[config.mk]
export PLATFORM = sky130hd
export DESIGN_NAME = drive_cmd_sequencer
export DESIGN_NICKNAME = d
export VERILOG_FILES = /design/src/rtl/drive_pkg.sv /design/src/rtl/cmd_fifo.sv /design/src/rtl/drive_cmd_sequencer.sv
export SDC_FILE = /design/constraint.sdc
export NUM_CORES = 1
export LEC_CHECK = 0
export CAP_MARGIN = 25
export CORE_ASPECT_RATIO = 0.9
export CORE_MARGIN = 5
export CORE_UTILIZATION = 59
export CTS_BUF_LIST = sky130_fd_sc_hd__clkbuf_16
export CTS_CLUSTER_SIZE = 40
export DETAILED_ROUTE_END_ITERATION = 10
export PLACE_DENSITY = 0.79
export SYNTH_ARGS = -nofsm -noshare
export SYNTH_HDL_FRONTEND = slang
export SYNTH_HIERARCHICAL = 1
export SYNTH_SLANG_ARGS = --single-unit
[constraint.sdc]
create_clock -name clk -period 2.85 [get_ports clk]
set_input_delay 0.57 -clock clk [delete_from_list [all_inputs] [get_ports clk]]
set_output_delay 0.57 -clock clk [all_outputs]
set_load 0.05 [all_outputs]
[src/rtl/drive_pkg.sv]
// Shared types for the drive command sequencer: direction codes, FSM states,
// queued command payload and small direction helpers.
package drive_pkg;

  localparam int unsigned FRAME_CYCLES_DEF = 200;
  localparam int unsigned DUR_W            = 8;

  typedef enum logic [1:0] {
    DIR_FWD  = 2'b01,
    DIR_BACK = 2'b10,
    DIR_STOP = 2'b11
  } dir_t;

  typedef enum logic [1:0] {
    ST_IDLE  = 2'b00,
    ST_RUN   = 2'b01,
    ST_GUARD = 2'b10
  } state_t;

  typedef struct packed {
    dir_t             dir;
    logic [DUR_W-1:0] dur;
  } cmd_t;

  // The illegal code 00 is treated as a stop request.
  function automatic dir_t sanitize_dir(logic [1:0] d);
    return (d == 2'b00) ? DIR_STOP : dir_t'(d);
  endfunction

  function automatic logic is_reversal(dir_t cur, dir_t nxt);
    return ((cur == DIR_FWD) && (nxt == DIR_BACK)) ||
           ((cur == DIR_BACK) && (nxt == DIR_FWD));
  endfunction

endpackage

[src/rtl/cmd_fifo.sv]
// Command buffer: power-of-two depth circular FIFO of {dir, dur} entries
// with registered count/full/empty and a synchronous clear.
module cmd_fifo
  import drive_pkg::*;
#(
  parameter int unsigned DEPTH = 4
) (
  input  logic                     clk_i,
  input  logic                     rst_i,
  input  logic                     clr_i,
  input  logic                     push_i,
  input  logic                     pop_i,
  input  cmd_t                     wdata_i,
  output cmd_t                     head_c,
  output logic                     full_o,
  output logic                     empty_o,
  output logic [$clog2(DEPTH):0]   count_o
);

  localparam int unsigned AW = $clog2(DEPTH);
  localparam int unsigned CW = AW + 1;

  cmd_t          mem_q [DEPTH];
  logic [AW-1:0] wr_q;
  logic [AW-1:0] rd_q;
  logic [CW-1:0] cnt_q;
  logic [CW-1:0] cnt_d;
  logic          do_push;
  logic          do_pop;

  assign do_push = push_i && !full_o && !clr_i;
  assign do_pop  = pop_i && !empty_o && !clr_i;
  assign head_c  = mem_q[rd_q];
  assign count_o = cnt_q;

  always_comb begin
    cnt_d = cnt_q;
    if (clr_i) begin
      cnt_d = '0;
    end else if (do_push && !do_pop) begin
      cnt_d = cnt_q + CW'(1);
    end else if (do_pop && !do_push) begin
      cnt_d = cnt_q - CW'(1);
    end
  end

  always_ff @(posedge clk_i or posedge rst_i) begin
    if (rst_i) begin
      wr_q    <= '0;
      rd_q    <= '0;
      cnt_q   <= '0;
      full_o  <= 1'b0;
      empty_o <= 1'b1;
    end else begin
      cnt_q   <= cnt_d;
      full_o  <= (cnt_d == CW'(DEPTH));
      empty_o <= (cnt_d == '0);
      if (clr_i) begin
        wr_q <= '0;
        rd_q <= '0;
      end else begin
        if (do_push) wr_q <= wr_q + AW'(1);
        if (do_pop)  rd_q <= rd_q + AW'(1);
      end
    end
  end

  // Storage carries no reset; validity is tracked by the count.
  always_ff @(posedge clk_i) begin
    if (do_push) mem_q[wr_q] <= wdata_i;
  end

endmodule

[src/rtl/drive_cmd_sequencer.sv]
// Frame-synchronous motor command sequencer: queues direction/duration
// commands and replays them to the driver, inserting a guard frame on reversal.
module drive_cmd_sequencer
  import drive_pkg::*;
#(
  parameter int unsigned FRAME_CYCLES = FRAME_CYCLES_DEF,
  parameter int unsigned FIFO_DEPTH   = 4
) (
  input  logic                          clk,
  input  logic                          reset,
  input  logic                          cmd_valid,
  input  logic [1:0]                    cmd_dir,
  input  logic [7:0]                    cmd_dur,
  output logic                          cmd_ready,
  input  logic                          abort,
  output logic [1:0]                    instr,
  output logic                          busy,
  output logic                          done,
  output logic [$clog2(FIFO_DEPTH):0]   fifo_count
);

  localparam int unsigned CNT_W = (FRAME_CYCLES > 1) ? $clog2(FRAME_CYCLES) : 1;

  logic [CNT_W-1:0] frame_q;
  logic             frame_tick_c;
  state_t           state_q, state_d;
  logic [DUR_W-1:0] rem_q, rem_d;
  dir_t             dir_q, dir_d;
  dir_t             instr_q, instr_d;
  logic             busy_q, busy_d;
  logic             done_q, done_d;
  logic [1:0]       pending_q, pending_d;
  logic [2:0]       owe_c;
  logic             pop_c;
  logic             complete_c;
  logic             accept_c;
  logic             null_c;
  logic             push_c;
  cmd_t             wcmd_c;
  cmd_t             head_c;
  logic             fifo_full;
  logic             fifo_empty;

  assign frame_tick_c = (frame_q == CNT_W'(FRAME_CYCLES - 1));
  assign cmd_ready    = !fifo_full && !abort;
  assign accept_c     = cmd_valid && cmd_ready;
  assign null_c       = accept_c && (cmd_dur == '0);
  assign push_c       = accept_c && (cmd_dur != '0);
  assign wcmd_c.dir   = sanitize_dir(cmd_dir);
  assign wcmd_c.dur   = cmd_dur;

  assign instr = instr_q;
  assign busy  = busy_q;
  assign done  = done_q;

  cmd_fifo #(
    .DEPTH (FIFO_DEPTH)
  ) u_fifo (
    .clk_i   (clk),
    .rst_i   (reset),
    .clr_i   (abort),
    .push_i  (push_c),
    .pop_i   (pop_c),
    .wdata_i (wcmd_c),
    .head_c  (head_c),
    .full_o  (fifo_full),
    .empty_o (fifo_empty),
    .count_o (fifo_count)
  );

  // Free-running frame phase; only reset restarts it.
  always_ff @(posedge clk or posedge reset) begin
    if (reset) begin
      frame_q <= '0;
    end else begin
      frame_q <= frame_tick_c ? '0 : frame_q + CNT_W'(1);
    end
  end

  always_ff @(posedge clk or posedge reset) begin
    if (reset) begin
      state_q   <= ST_IDLE;
      rem_q     <= '0;
      dir_q     <= DIR_STOP;
      instr_q   <= DIR_STOP;
      busy_q    <= 1'b0;
      done_q    <= 1'b0;
      pending_q <= '0;
    end else begin
      state_q   <= state_d;
      rem_q     <= rem_d;
      dir_q     <= dir_d;
      instr_q   <= instr_d;
      busy_q    <= busy_d;
      done_q    <= done_d;
      pending_q <= pending_d;
    end
  end

  always_comb begin
    state_d    = state_q;
    rem_d      = rem_q;
    dir_d      = dir_q;
    pop_c      = 1'b0;
    complete_c = 1'b0;

    case (state_q)
      ST_IDLE: begin
        if (frame_tick_c && !fifo_empty) begin
          pop_c   = 1'b1;
          rem_d   = head_c.dur;
          dir_d   = head_c.dir;
          state_d = ST_RUN;
        end
      end
      ST_RUN: begin
        if (frame_tick_c) begin
          if (rem_q > DUR_W'(1)) begin
            rem_d = rem_q - DUR_W'(1);
          end else begin
            complete_c = 1'b1;
            if (fifo_empty) begin
              state_d = ST_IDLE;
            end else begin
              // A reversal is parked for one full stop frame before it runs.
              pop_c   = 1'b1;
              rem_d   = head_c.dur;
              dir_d   = head_c.dir;
              state_d = is_reversal(dir_q, head_c.dir) ? ST_GUARD : ST_RUN;
            end
          end
        end
      end
      ST_GUARD: begin
        if (frame_tick_c) state_d = ST_RUN;
      end
      default: state_d = ST_IDLE;
    endcase

    if (abort) begin
      state_d    = ST_IDLE;
      pop_c      = 1'b0;
      complete_c = 1'b0;
    end

    instr_d = (state_d == ST_RUN) ? dir_d : DIR_STOP;
    busy_d  = (state_d != ST_IDLE);

    // Completions and null drops each owe one done pulse; colliding ones are deferred.
    owe_c     = 3'(complete_c) + 3'(null_c) + 3'(pending_q);
    done_d    = (owe_c != 3'd0);
    pending_d = (owe_c == 3'd0) ? 2'd0 : 2'(owe_c - 3'd1);
    if (abort) begin
      done_d    = 1'b0;
      pending_d = 2'd0;
    end
  end

endmodule

==> run_results.csv <==
group,metric,value,unit
outcome,status,"finished clean",
cells_and_area,register_area,2080,sq um
cts,cts_tree,"done",
routing,wl,7750,microns
critical_path,r2r_end,"pending_q[0]",
yosys,syn-num-nets,309,
yosys,netlist-cell-type-count,66,
cells_and_area,n_fill_cell,411,
cells_and_area,area_growth,20.1,%
hold_path,hold_path_end,"frame_q[0]",
grt,grtUsageTotal,21.3,%
routing,via_count,2507,
cts,cts_buffers,9,
critical_path,critPathMostFrequentCell,"ha_1",
grt,grt_pass1_wl,13000,microns
critical_path,cp_max_fo,5,
critical_path,reg2reg_slack,0.17,ns
critical_path,slowest_stage,"fa_1",
critical_path,cpPeakStageDelay,0.39,ns
placement,dp_hpwl,5180,microns
placement,place.gp.congestion,0.841,
hold_path,hold_start,"frame_q[0]",
routing,avgRoutedWirePerCell,18.5,microns
cells_and_area,drive_gt1_share,24.6,%
sta,fin_skew,0.00613,ns
sta,rsz0062_at_grt,"false",
sta,period_minus_slack,2.68,ns
cts,root_buffer,"clkbuf_16",
placement,dp_slack,-0.0811,ns
critical_path,worst-r2r-cell-count,11,
sta,fin_setup_tns,0,ns
critical_path,startpoint_type,"flop",
routing,route.detailed.drc,0,
yosys,netlist_area,3720,sq um
yosys,syn_avg_cell_area,13.2,sq um
floorplan,initial_core_util,60.9,%
grt,grt_max_degree,27,
critical_path,path_cells,"ha_1 > nand4b_4 > or3_1 > or2_2 > fa_1 > inv_1 > ha_1 > inv_1 > ha_1 > a21oi_1 > and2_1",
cells_and_area,antenna_cells,0,
yosys,synth_seq_cells,75,
cts,clock-sinks,75,
critical_path,critical-path-top-delay-family,"simple AND/OR/NAND/NOR gates",
critical_path,end_kind,"flop",
grt,grt_pass1_vias,2550,
yosys,syn_inst,283,
critical_path,timing.critical_path.from,"frame_q[0]",
sta,finalHoldViolations,0,
critical_path,arrival,2.90,ns
sta,setup_slack,0.173,ns
sta,tightest_slew,0.594,ns
pwr,power_density,552,nW/um^2
cts,path_clk_slew,0.06,ns
floorplan,die_w,93.7,microns
cts,post_cts_buffers,0,
hold_path,hold_class,"reg2reg",
yosys,synth-edff-count,40,
routing,drtAntennaViolNets,0,
yosys,ys_warn_count,6,
yosys,synthArstFlopShare,46.7,%
sta,setup_viol,0,
routing,vias_per_cell,5.97,
cts,clockBufferDepth,2,
sta,slew_violations,0,
sta,period_share,93.9,%
critical_path,crit_buf_inv,2,
hold_path,min_path_cells,1,
floorplan,die_y,85.4,microns
critical_path,crit_type,"reg2reg",
run,maxCapViolCount,0,
grt,grt_overflow,0,
pwr,ir_drop,0.512,mV
floorplan,fp.dieArea,8000,sq um
pwr,total_power,2.47,mW
yosys,synth.yosys.seq_area_share,56.0,%
sta,maxSlewHeadroom,60.0,%
critical_path,critPathRequiredTime,3.07,ns
routing,dr.pass1.iters,5,
routing,drt_iter0_drc,144,
cts,htree_levels,3,
yosys,synth-main-ff-cell,"edfxtp_1",
cells_and_area,final_nets,354,
grt,antenna_found_initial,0,
cells_and_area,multiInputGateArea,1500,sq um
pwr,p_leak,1.75,nW
cts,clock_latency,0.33,ns
critical_path,r2r_start,"frame_q[0]",
floorplan,io_pins,22,
placement,port_buffers,21,
floorplan,core-area,6110,sq um
sta,max_freq,0.374,GHz
floorplan,rows,27,
[through the flow]
| stage | instance area (sq um) | util, % | hold slack, ns | cells |
|---|---|---|---|---|
| after floorplan | 3720 | - | 0.397 | 283 |
| after global placement | 4170 | 68.3 | 0.447 | 404 |
| after detailed placement | 4170 | 68.3 | 0.451 | 404 |
| after CTS | 4460 | 72.9 | 0.459 | 420 |
| after global routing | 4470 | 73.1 | 0.468 | 420 |
| final | 4470 | 73.1 | 0.456 | 420 |
[per-layer routing]
layer / up-vias / part of all wire, % / track usage [%]
met3: 8 / 4.4 / 5.05
met2: 59 / 52 / 35.8
met1: 1266 / 43 / 27.2
li1: 1174 / - / -
met4: 0 / 0.90 / 6.96
met5: - / 0 / 0
[logic make-up (layout without fill, tap and decap cells)]
kind of cell / Yosys count / after routing / synth area share, %
multiplexers: 14 / 14 / 7.13
buffers and inverters: 31 / 81 / 3.90
flip-flops: 75 / 75 / 56.0
adder cells (fa/ha/maj): 13 / 13 / 4.54
AND/OR/NAND/NOR: 89 / 89 / 14.8
AO/OA/AOI/OAI: 52 / 52 / 11.4
XOR/XNOR: 9 / 9 / 2.32
[area by class of cell]
class	count	area share (%)
Sequential cell	75	46.6
Multi-Input combinational cell	177	33.6
Timing Repair Buffer	45	9.24
Clock buffer	9	5.04
Tap cell	87	2.44
Inverter	20	1.68
Clock inverter	7	1.37
[worst register-to-register path, stage by stage (launching register included)]
cell and delay, ns:
dfrtp_1 0.36, ha_1 0.24, nand4b_4 0.15, or3_1 0.38, or2_2 0.32, fa_1 0.39
inv_1 0.07, ha_1 0.23, inv_1 0.07, ha_1 0.13, a21oi_1 0.08, and2_1 0.16
[timing repair]
action                                  4_1_cts  5_1_grt
endpoints found under the setup margin        0        2
resized for setup                             0        1
hold buffers                                  0        0
[synthesized netlist by cell type (all sizes together), types with 7 or more instances]
cell,n,area [sq um]
edfxtp,40,1200
mux4,10,225
nand3,9,50.1
xnor2,7,68.8
nor2,15,56.3
nand2,12,45.0
nor3,7,40.0
a221oi,8,76.3
inv,20,75.1
ha,11,138
dfrtp,30,751
a21oi,10,53.8
and3,7,53.8
[sequential cells by signal, indices dropped and copies added (netlist names), 2 cells and up]
register / flops
dir_q: 2
frame_q: 8
instr: 2
pending_q: 2
rem_q: 8
state_q: 2
u_fifo/count_o: 3
u_fifo/mem_q: 40
u_fifo/rd_q: 2
u_fifo/wr_q: 2
[worst max path at each step]
stage                               to  cells past startpoint
after global routing      pending_q[0]                     11
after CTS                 pending_q[0]                     11
after floorplan           pending_q[0]                      9
after detailed placement  pending_q[0]                     11
after global placement    pending_q[0]                     11
final                     pending_q[0]                     11
[power by group]
group          switching (mW)  internal [mW]
combinational           0.113         0.0843
clock                   0.472          0.606
sequential             0.0256           1.17
total                   0.610           1.86
[cell usage in the layout (no fill, tap or decap), types with 3 or more instances in the layout]
cell             instances
edfxtp_1                40
dfrtp_1                 30
buf_4                   23
inv_1                   20
clkdlybuf4s50_1         20
nor2_1                  15
nand2_1                 12
ha_1                    11
mux4_2                  10
a21oi_1                  9
clkbuf_16                9
nand3_1                  8
a221oi_1                 7
nor3_1                   6
o21ai_0                  6
a2bb2oi_1                6
xnor2_1                  6
or3_1                    5
nand2b_1                 5
dfstp_2                  5
nand4_1                  4
mux2i_1                  4
nor4_1                   4
and3_2                   4
or2_2                    3
No activity file was read; power rests on OpenSTA's default activity.
